$ cat src/rtl/rnn_input_sequencer_if.sv
// Stream, datapath and result bus bundle for rnn_input_sequencer.
// slave  : view of the sequencer itself.
// master : view of the surroundings (upstream source, datapath, downstream sink).
//
// Handshake semantics (both s_* and m_* channels):
//   A transfer happens on a rising clk edge where valid && ready are both high.
//   The producer keeps valid high and data stable until the transfer happens.
//   ready may be asserted or withdrawn at any time and has no effect while valid is low.
interface rnn_input_sequencer_if #(
  parameter int DATA_W = 32
);
  logic              s_valid;
  logic [DATA_W-1:0] s_data;
  logic              s_ready;
  logic [2:0]        rnn_sel;
  logic [DATA_W-1:0] rnn_in;
  logic [DATA_W-1:0] rnn_out;
  logic              m_valid;
  logic [DATA_W-1:0] m_data;
  logic              m_ready;

  modport slave (
    input  s_valid, s_data, rnn_out, m_ready,
    output s_ready, rnn_sel, rnn_in, m_valid, m_data
  );

  modport master (
    output s_valid, s_data, rnn_out, m_ready,
    input  s_ready, rnn_sel, rnn_in, m_valid, m_data
  );
endinterface

$ cat src/rtl/rnn_input_sequencer.sv
// rnn_input_sequencer: groups 8 stream words into one RNN input vector, writes them
// into the datapath operand registers via rnn_sel/rnn_in, waits SETTLE_CYCLES for the
// neuron output to settle, captures rnn_out and offers it downstream.
// The datapath writes rnn_in into x[rnn_sel] on every clock, so rnn_sel/rnn_in only
// change when a word is accepted; otherwise the same word is rewritten harmlessly.
// Optional feature macro: RNN_SEQ_PERF_EN adds the perf_vec_count result counter.
// fsm_state exposes the FSM state (LOAD=0, SETTLE=1, RESULT=2) for observation.
module rnn_input_sequencer #(
  parameter int DATA_W        = 32,
  parameter int SETTLE_CYCLES = 2   // legal range 2..15
) (
  input  logic                 clk,
  input  logic                 rst_n,
  input  logic                 abort,
  rnn_input_sequencer_if.slave bus,
  output logic                 busy,
  output logic [1:0]           fsm_state
`ifdef RNN_SEQ_PERF_EN
  ,
  output logic [15:0]          perf_vec_count
`endif
);

  typedef enum logic [1:0] {
    ST_LOAD   = 2'd0,
    ST_SETTLE = 2'd1,
    ST_RESULT = 2'd2
  } state_t;

  localparam logic [3:0] SETTLE_LAST = 4'(SETTLE_CYCLES - 1);

  state_t            state;
  state_t            state_next;
  logic [2:0]        idx;
  logic [3:0]        settle_cnt;
  logic [2:0]        sel_q;
  logic [DATA_W-1:0] in_q;
  logic              m_valid_q;
  logic [DATA_W-1:0] m_data_q;

  // control strobes decoded from state and inputs
  logic s_ready_c;
  logic load_word;
  logic capture;
  logic result_done;
  logic flush;
  logic settle_run;

  // next-state and strobe decode; abort only matters in LOAD and SETTLE
  always_comb begin
    state_next  = state;
    s_ready_c   = 1'b0;
    load_word   = 1'b0;
    capture     = 1'b0;
    result_done = 1'b0;
    flush       = 1'b0;
    settle_run  = 1'b0;
    case (state)
      ST_LOAD: begin
        s_ready_c = !abort;
        if (abort) begin
          flush = 1'b1;
        end else if (bus.s_valid) begin
          load_word = 1'b1;
          if (idx == 3'd7) begin
            state_next = ST_SETTLE;
          end
        end
      end
      ST_SETTLE: begin
        if (abort) begin
          flush      = 1'b1;
          state_next = ST_LOAD;
        end else if (settle_cnt == SETTLE_LAST) begin
          capture    = 1'b1;
          state_next = ST_RESULT;
        end else begin
          settle_run = 1'b1;
        end
      end
      ST_RESULT: begin
        if (m_valid_q && bus.m_ready) begin
          result_done = 1'b1;
          state_next  = ST_LOAD;
        end
      end
      default: begin
        state_next = ST_LOAD;
      end
    endcase
  end

  // state register
  always_ff @(posedge clk or negedge rst_n) begin
    if (!rst_n) begin
      state <= ST_LOAD;
    end else begin
      state <= state_next;
    end
  end

  // word index: advances per accepted word, cleared by flush or result handoff
  always_ff @(posedge clk or negedge rst_n) begin
    if (!rst_n) begin
      idx <= 3'd0;
    end else if (flush || result_done) begin
      idx <= 3'd0;
    end else if (load_word) begin
      idx <= idx + 3'd1;
    end
  end

  // settle counter: counts while in SETTLE, parked at zero elsewhere
  always_ff @(posedge clk or negedge rst_n) begin
    if (!rst_n) begin
      settle_cnt <= 4'd0;
    end else if (settle_run) begin
      settle_cnt <= settle_cnt + 4'd1;
    end else begin
      settle_cnt <= 4'd0;
    end
  end

  // operand bus: written only on an accepted word, otherwise holds
  always_ff @(posedge clk or negedge rst_n) begin
    if (!rst_n) begin
      sel_q <= 3'd0;
      in_q  <= '0;
    end else if (load_word) begin
      sel_q <= idx;
      in_q  <= bus.s_data;
    end
  end

  // result register: captured once per vector, held until the next capture
  always_ff @(posedge clk or negedge rst_n) begin
    if (!rst_n) begin
      m_valid_q <= 1'b0;
      m_data_q  <= '0;
    end else if (capture) begin
      m_valid_q <= 1'b1;
      m_data_q  <= bus.rnn_out;
    end else if (result_done) begin
      m_valid_q <= 1'b0;
    end
  end

`ifdef RNN_SEQ_PERF_EN
  logic [15:0] perf_cnt_q;

  // delivered-result counter; wraps naturally, untouched by abort
  always_ff @(posedge clk or negedge rst_n) begin
    if (!rst_n) begin
      perf_cnt_q <= 16'd0;
    end else if (result_done) begin
      perf_cnt_q <= perf_cnt_q + 16'd1;
    end
  end

  assign perf_vec_count = perf_cnt_q;
`endif

  assign bus.s_ready = s_ready_c;
  assign bus.rnn_sel = sel_q;
  assign bus.rnn_in  = in_q;
  assign bus.m_valid = m_valid_q;
  assign bus.m_data  = m_data_q;
  assign busy        = (state != ST_LOAD) || (idx != 3'd0);
  assign fsm_state   = state;

endmodule

$ cat src/flat_wrapper.sv
// flat-port wrapper written by rule: the top's interface ports become plain ports
module rnn_input_sequencer_flat 
#(
  parameter int DATA_W        = 32,
  parameter int SETTLE_CYCLES = 2                       
)
  (clk, rst_n, abort, busy, fsm_state, bus_s_valid, bus_s_data, bus_rnn_out, bus_m_ready, bus_s_ready, bus_rnn_sel, bus_rnn_in, bus_m_valid, bus_m_data);
  rnn_input_sequencer_if #(.DATA_W(DATA_W)) bus_i ();
  input  logic clk;
  input  logic rst_n;
  input  logic abort;
  output logic busy;
  output logic [1:0] fsm_state;
  input wire logic [$bits(bus_i.s_valid)-1:0] bus_s_valid;
  input wire logic [$bits(bus_i.s_data)-1:0] bus_s_data;
  input wire logic [$bits(bus_i.rnn_out)-1:0] bus_rnn_out;
  input wire logic [$bits(bus_i.m_ready)-1:0] bus_m_ready;
  output wire logic [$bits(bus_i.s_ready)-1:0] bus_s_ready;
  output wire logic [$bits(bus_i.rnn_sel)-1:0] bus_rnn_sel;
  output wire logic [$bits(bus_i.rnn_in)-1:0] bus_rnn_in;
  output wire logic [$bits(bus_i.m_valid)-1:0] bus_m_valid;
  output wire logic [$bits(bus_i.m_data)-1:0] bus_m_data;
  assign bus_i.s_valid = bus_s_valid;
  assign bus_i.s_data = bus_s_data;
  assign bus_i.rnn_out = bus_rnn_out;
  assign bus_i.m_ready = bus_m_ready;
  assign bus_s_ready = bus_i.s_ready;
  assign bus_rnn_sel = bus_i.rnn_sel;
  assign bus_rnn_in = bus_i.rnn_in;
  assign bus_m_valid = bus_i.m_valid;
  assign bus_m_data = bus_i.m_data;
  rnn_input_sequencer #(.DATA_W(DATA_W), .SETTLE_CYCLES(SETTLE_CYCLES)) u_core (.clk(clk), .rst_n(rst_n), .abort(abort), .bus(bus_i), .busy(busy), .fsm_state(fsm_state));
endmodule
$ cat config.mk
export PLATFORM = sky130hd
export DESIGN_NAME = rnn_input_sequencer_flat
export DESIGN_NICKNAME = d
export VERILOG_FILES = /design/src/rtl/rnn_input_sequencer_if.sv /design/src/rtl/rnn_input_sequencer.sv /design/src/flat_wrapper.sv
export SDC_FILE = /design/constraint.sdc
export NUM_CORES = 1
export LEC_CHECK = 0
export ABC_CLOCK_PERIOD_IN_PS = 2900
export BUFFER_PORTS_ARGS = -buffer_cell sky130_fd_sc_hd__buf_4
export CORE_MARGIN = 2
export CORE_UTILIZATION = 50
export CTS_BUF_LIST = sky130_fd_sc_hd__clkbuf_8
export CTS_CLUSTER_SIZE = 12
export DETAILED_ROUTE_END_ITERATION = 10
export PLACE_DENSITY_LB_ADDON = 0.2
export SETUP_SLACK_MARGIN = 0.15
export SLEW_MARGIN = 15
export SYNTH_ARGS = -nofsm -noshare
export SYNTH_HDL_FRONTEND = slang
export SYNTH_SLANG_ARGS = --single-unit
$ cat constraint.sdc
create_clock -name clk -period 2.9 [get_ports clk]
set_input_delay 0.145 -clock clk [delete_from_list [all_inputs] [get_ports clk]]
set_output_delay 0.145 -clock clk [all_outputs]
set_load 0.05 [all_outputs]
== Word level (Yosys, flattened, before mapping) ==
Cells that the tools add are included.

* Register bits: 77
* Input port bits: 69
* Logic and storage cells: 55

* $add $sub $neg: 2
* Equality and inequality tests: 9
* Muxes and demuxes: 26
* Reduce and logical (&&, ||, !) cells: 11

{| class="wikitable"
|+ Operators with widths
! cell !! count
|-
| 1-bit 2-to-1 mux || 16
|-
| 2-bit 2-to-1 mux || 6
|-
| 3-bit 2-to-1 mux || 2
|-
| 2-bit case mux with 3 select lines || 1
|-
| 2-bit nonzero test || 3
|-
| 5-bit AND reduction || 1
|-
| 4-bit by 1-bit adder with 4-bit output, second input constant || 1
|-
| 4-bit by 1-bit == test with 1-bit output, second input constant || 1
|-
| 4-bit 2-to-1 mux || 1
|-
| 2-bit by 1-bit inequality test with 1-bit output, second input constant || 2
|-
| 2-bit inequality test, second input constant || 2
|-
| 3-bit by 1-bit adder with 3-bit output, second input constant || 1
|-
| 3-bit == test, second input constant || 1
|-
| 3-bit by 2-bit inequality test with 1-bit output, second input constant || 1
|-
| 3-bit nonzero test || 1
|-
| 2-bit by 1-bit == test with 1-bit output, second input constant || 1
|-
| 2-bit == test, second input constant || 1
|-
| 2-bit logical NOT || 1
|-
| 1-bit logical OR || 2
|-
| 2-bit OR reduction || 1
|-
| 1-bit logical AND || 1
|-
| 1-bit logical NOT || 1
|}

== Logic depth before layout (Yosys ltp) ==
* Depth in word-level cells: 5
* Gate-level depth with buffers: 5
* Mapped depth without buffers: 4

== Least setup slack after synthesis ==
No wires, ideal clock.

* Path type: reg2out
* Start: register u_core.state[1], in the netlist u_core.fsm_state[1]
* End: output port bus_s_ready
* Arrival: 1,777 ps
* Required time: 2,755 ps
* Path slack: 978 ps
* Stages on the path, launching flop included: 2
* Cell sequence: dfrtp_1 > nor3_1

* Cells in the longest elaborated chain, start to end: 2

{| class="wikitable"
|+ Ends and longest elaborated chain
! what !! line !! text
|-
| from (decl) || rnn_input_sequencer.sv:32 || <nowiki>state_t state;</nowiki>
|-
| from (signal assigned) || rnn_input_sequencer.sv:98 || <nowiki>state <= state_next;</nowiki>
|-
| 2-bit logical NOT || rnn_input_sequencer.sv:58 || <nowiki>case (state)</nowiki>
|-
| 1-bit 2-to-1 mux || rnn_input_sequencer.sv:58 ||
|-
| to (decl) || flat_wrapper.sv:18 || <nowiki>output wire logic [$bits(bus_i.s_ready)-1:0] bus_s_ready;</nowiki>
|}

No other way between the ends.

== Worst setup path after layout ==
* Start: register u_core.idx[0]
* End: output port busy

* Cells in the longest elaborated chain, start to end: 2

{| class="wikitable"
|+ Ends and longest elaborated chain
! what !! line !! text
|-
| from (decl) || rnn_input_sequencer.sv:34 || <nowiki>logic [2:0] idx;</nowiki>
|-
| from (signal assigned) || rnn_input_sequencer.sv:109 || <nowiki>idx <= idx + 3'd1;</nowiki>
|-
| 3-bit nonzero test || rnn_input_sequencer.sv:168 || <nowiki>assign busy = (state != ST_LOAD) || (idx != 3'd0);</nowiki>
|-
| 1-bit logical OR || rnn_input_sequencer.sv:168 ||
|-
| to (decl) || flat_wrapper.sv:12 || <nowiki>output logic busy;</nowiki>
|}

No other way between the ends.

==> out/metrics.cfg <==
[sta]
finalMaxSlewViolations=0
period_share=0.661
final-setup-viol-count=0
final.min_clock_period_ps=1920
fmaxAchievable_ghz=0.521
worst_slew_slack_as_a_fraction_of_its_limit=0.380
final_hold_viol_count=0
timing.setup.tns_ps=0
rsz0062_at_grt=no
fin_worst_skew_ps=13.0
worstMarginPinSlew_ps=931
timing.final.ws_setup_ps=982

[power_and_ir_drop]
highest_ir_drop_seen_on_vdd_v=0.000285
p_leak_nw=2.48
finalPower_mw=2.06
power.density_cell_area_nw_per_um2=466

[grt]
grt_antenna_before_repair=0
grt_start_max_net_pins=78
grt_util_all_layers=0.187
grt_pass1_vias=2155
grt_pass1_wl_um=10300
globalRoute.totalOverflow=0

[logic_synthesis]
syn-instance-count=190
ys.warnings.count=0
yosys.cell_count.top_type=dfrtp_1
yosys.area.top_type=dfrtp_1
netlist.area_leader.share=0.618
synth_enable_flop_cells=0
post_synth_instance_area_um2=3120
mappedNetlistNets=264
synth.top_cells.by_count=dfrtp_1 (77), mux2_2 (39), mux2_4 (28)
syn_area_per_cell_um2=16.4
yosys.cell_types.count=23
ys_ff_latch=77
proportion_of_synthesized_chip_area_in_sequential_cells=0.618
ys.flop_type=dfrtp_1
ys_top_cells_by_area=dfrtp_1 (62%), mux2_2 (14%), mux2_4 (13%), ha_1 (2.0%), buf_6 (1.4%)
asyncSetResetFlopFracSynth=1.00

[final_layout]
drive_gt1_frac=0.673
fin_cells=417
areaGrowthSynthToFinish_pct=42.1
finalNetCount=412
num_antenna_cells=0
postLayoutCoreUtil=0.740

[floorplan]
starting_density_of_the_core=0.521
width_of_the_chip_um=83.0
std_cell_rows=28
core_um2=5990
die_height_um=83.0
io-pin-count=141
fp.dieArea_um2=6890

[worst_setup_path]
cp.required_ps=2760
crit_path_max_fanout=4
setup.reg_to_reg.worst_slack_ps=1130
start_kind=flop
crit-reg2reg-capture=u_core.bus.m_data[9]
slowest_stage=or4b_2
worst_setup_path_startpoint=u_core.idx[0]
path_delay_family=simple AND/OR/NAND/NOR gates
worstPathCellList=inv_1, ha_1, or4b_2, buf_4
r2r.worst_path.cells=4
end_kind=output port
crit_type=reg2out
cpPeakStageDelay_ps=590
worstPathArrival_ps=1770
buffers_plus_inverters_on_the_worst_setup_path=2
r2r-start=u_core.fsm_state[0]

[clock_network]
root_buffer=clkbuf_8
cts.sinks=77
insertion_delay_ps=330
ctsResizeCount=0
maximum_number_of_buffers_from_clock_root_to_sink=2
clk_pin_slew_worst_paths_ps=80
cts_tree=yes
post_cts_repair_setup_buffers=0
cts_hold_buffers=1
cts_made_buffers=9
cts-htree-levels=3

[status]
run_status=complete, no violations

[detailed_routing]
number_of_nets_with_antenna_violations_after_routing=0
remaining_drc_errors=0
routed_via_density=4.81
first_iter_violations=31
num_vias=2005
drt_pre_antenna_iters=4
avgRoutedWirePerCell_um=15.1
route.final.wire_length_um=6280

[place]
pre_cts_slack_ps=1150
dp_cells=401
io_buffers=140
routability_driven_placement_congestion_ratio=0.698
post-dp-hpwl_um=4680

[min_path]
worst_hold_startpoint=bus_rnn_out[21]
worst_hold_path.endpoint=u_core.bus.m_data[21]
worst_hold_path_cell_count=2
hp-class=in2reg

[flow_run]
cap_viol_max_count=0

[worst max path at each step]
stage	slack, ps	to	depth (start not counted)
CTS	950	busy	4
global route	920	busy	4
detailed placement	1150	u_core.bus.m_data[7]	4
floorplan	980	bus_s_ready	1
finish	980	busy	4
global placement	1220	u_core.bus.m_data[7]	4
[layout make-up]
type                            instances  area, um2
Inverter                                5       18.8
Clock buffer                            9        124
Fill cell                             412       1560
Multi-Input combinational cell        101       1120
Clock inverter                          6       65.1
Sequential cell                        77       1930
Tap cell                               75       93.8
Timing Repair Buffer                  144       1080
[worst reg2reg max path, stage by stage, from the launching register on]
cell     delay (ps)
dfrtp_1         460
nor3b_2         210
nand3_2          80
buf_4           470
mux2_2          430
[metal layers]
| metal | GRT usage | wire [um] | vias up |
|---|---|---|---|
| li1 | - | - | 952 |
| met1 | 0.240 | 2610 | 961 |
| met2 | 0.303 | 3120 | 85 |
| met3 | 0.0547 | 489 | 7 |
| met4 | 0.0656 | 60 | 0 |
| met5 | 0 | 0 | - |
[metrics by stage]
stage	hold WS, ps	area, um2
after detailed placement	347	4230
after floorplan	-151	3120
after CTS	21.2	4430
final	39.2	4430
after global routing	14.1	4430
after global placement	346	4230
[kinds of logic after synthesis]
logic type      count (synthesis)  synth area share
compound gates                  3           0.00682
xor+xnor                        3           0.00843
fa+ha+maj                       5            0.0201
buf+inv                        12            0.0261
flops                          77             0.618
mux                            69             0.282
simple gates                   21            0.0389
[state kept, by name, indices dropped and copies added, names as in the netlist]
register	cells
u_core.bus.rnn_in	32
u_core.idx	3
u_core.bus.m_valid	1
u_core.bus.m_data	32
u_core.bus.rnn_sel	3
u_core.fsm_state	2
u_core.settle_cnt	4
[cell usage in the layout, fill, tap and decap left out, types with 3 or more instances in the layout]
| cell type | Yosys | layout |
|---|---|---|
| ha_1 | 5 | 5 |
| nand2_1 | 5 | 5 |
| mux2_2 | 39 | 39 |
| dfrtp_1 | 77 | 77 |
| inv_1 | 5 | 5 |
| nor2_1 | 7 | 7 |
| clkbuf_8 | 0 | 9 |
| xnor2_1 | 3 | 3 |
| mux2_4 | 28 | 28 |
| buf_4 | 1 | 143 |
[report_power, final]
group | internal [mW] | switching (mW)
logic | 0.0942 | 0.107
clock network | 0.392 | 0.370
registers | 1.09 | 0.00906
total | 1.58 | 0.487
Note: power is estimated with default switching activity, not from simulation.
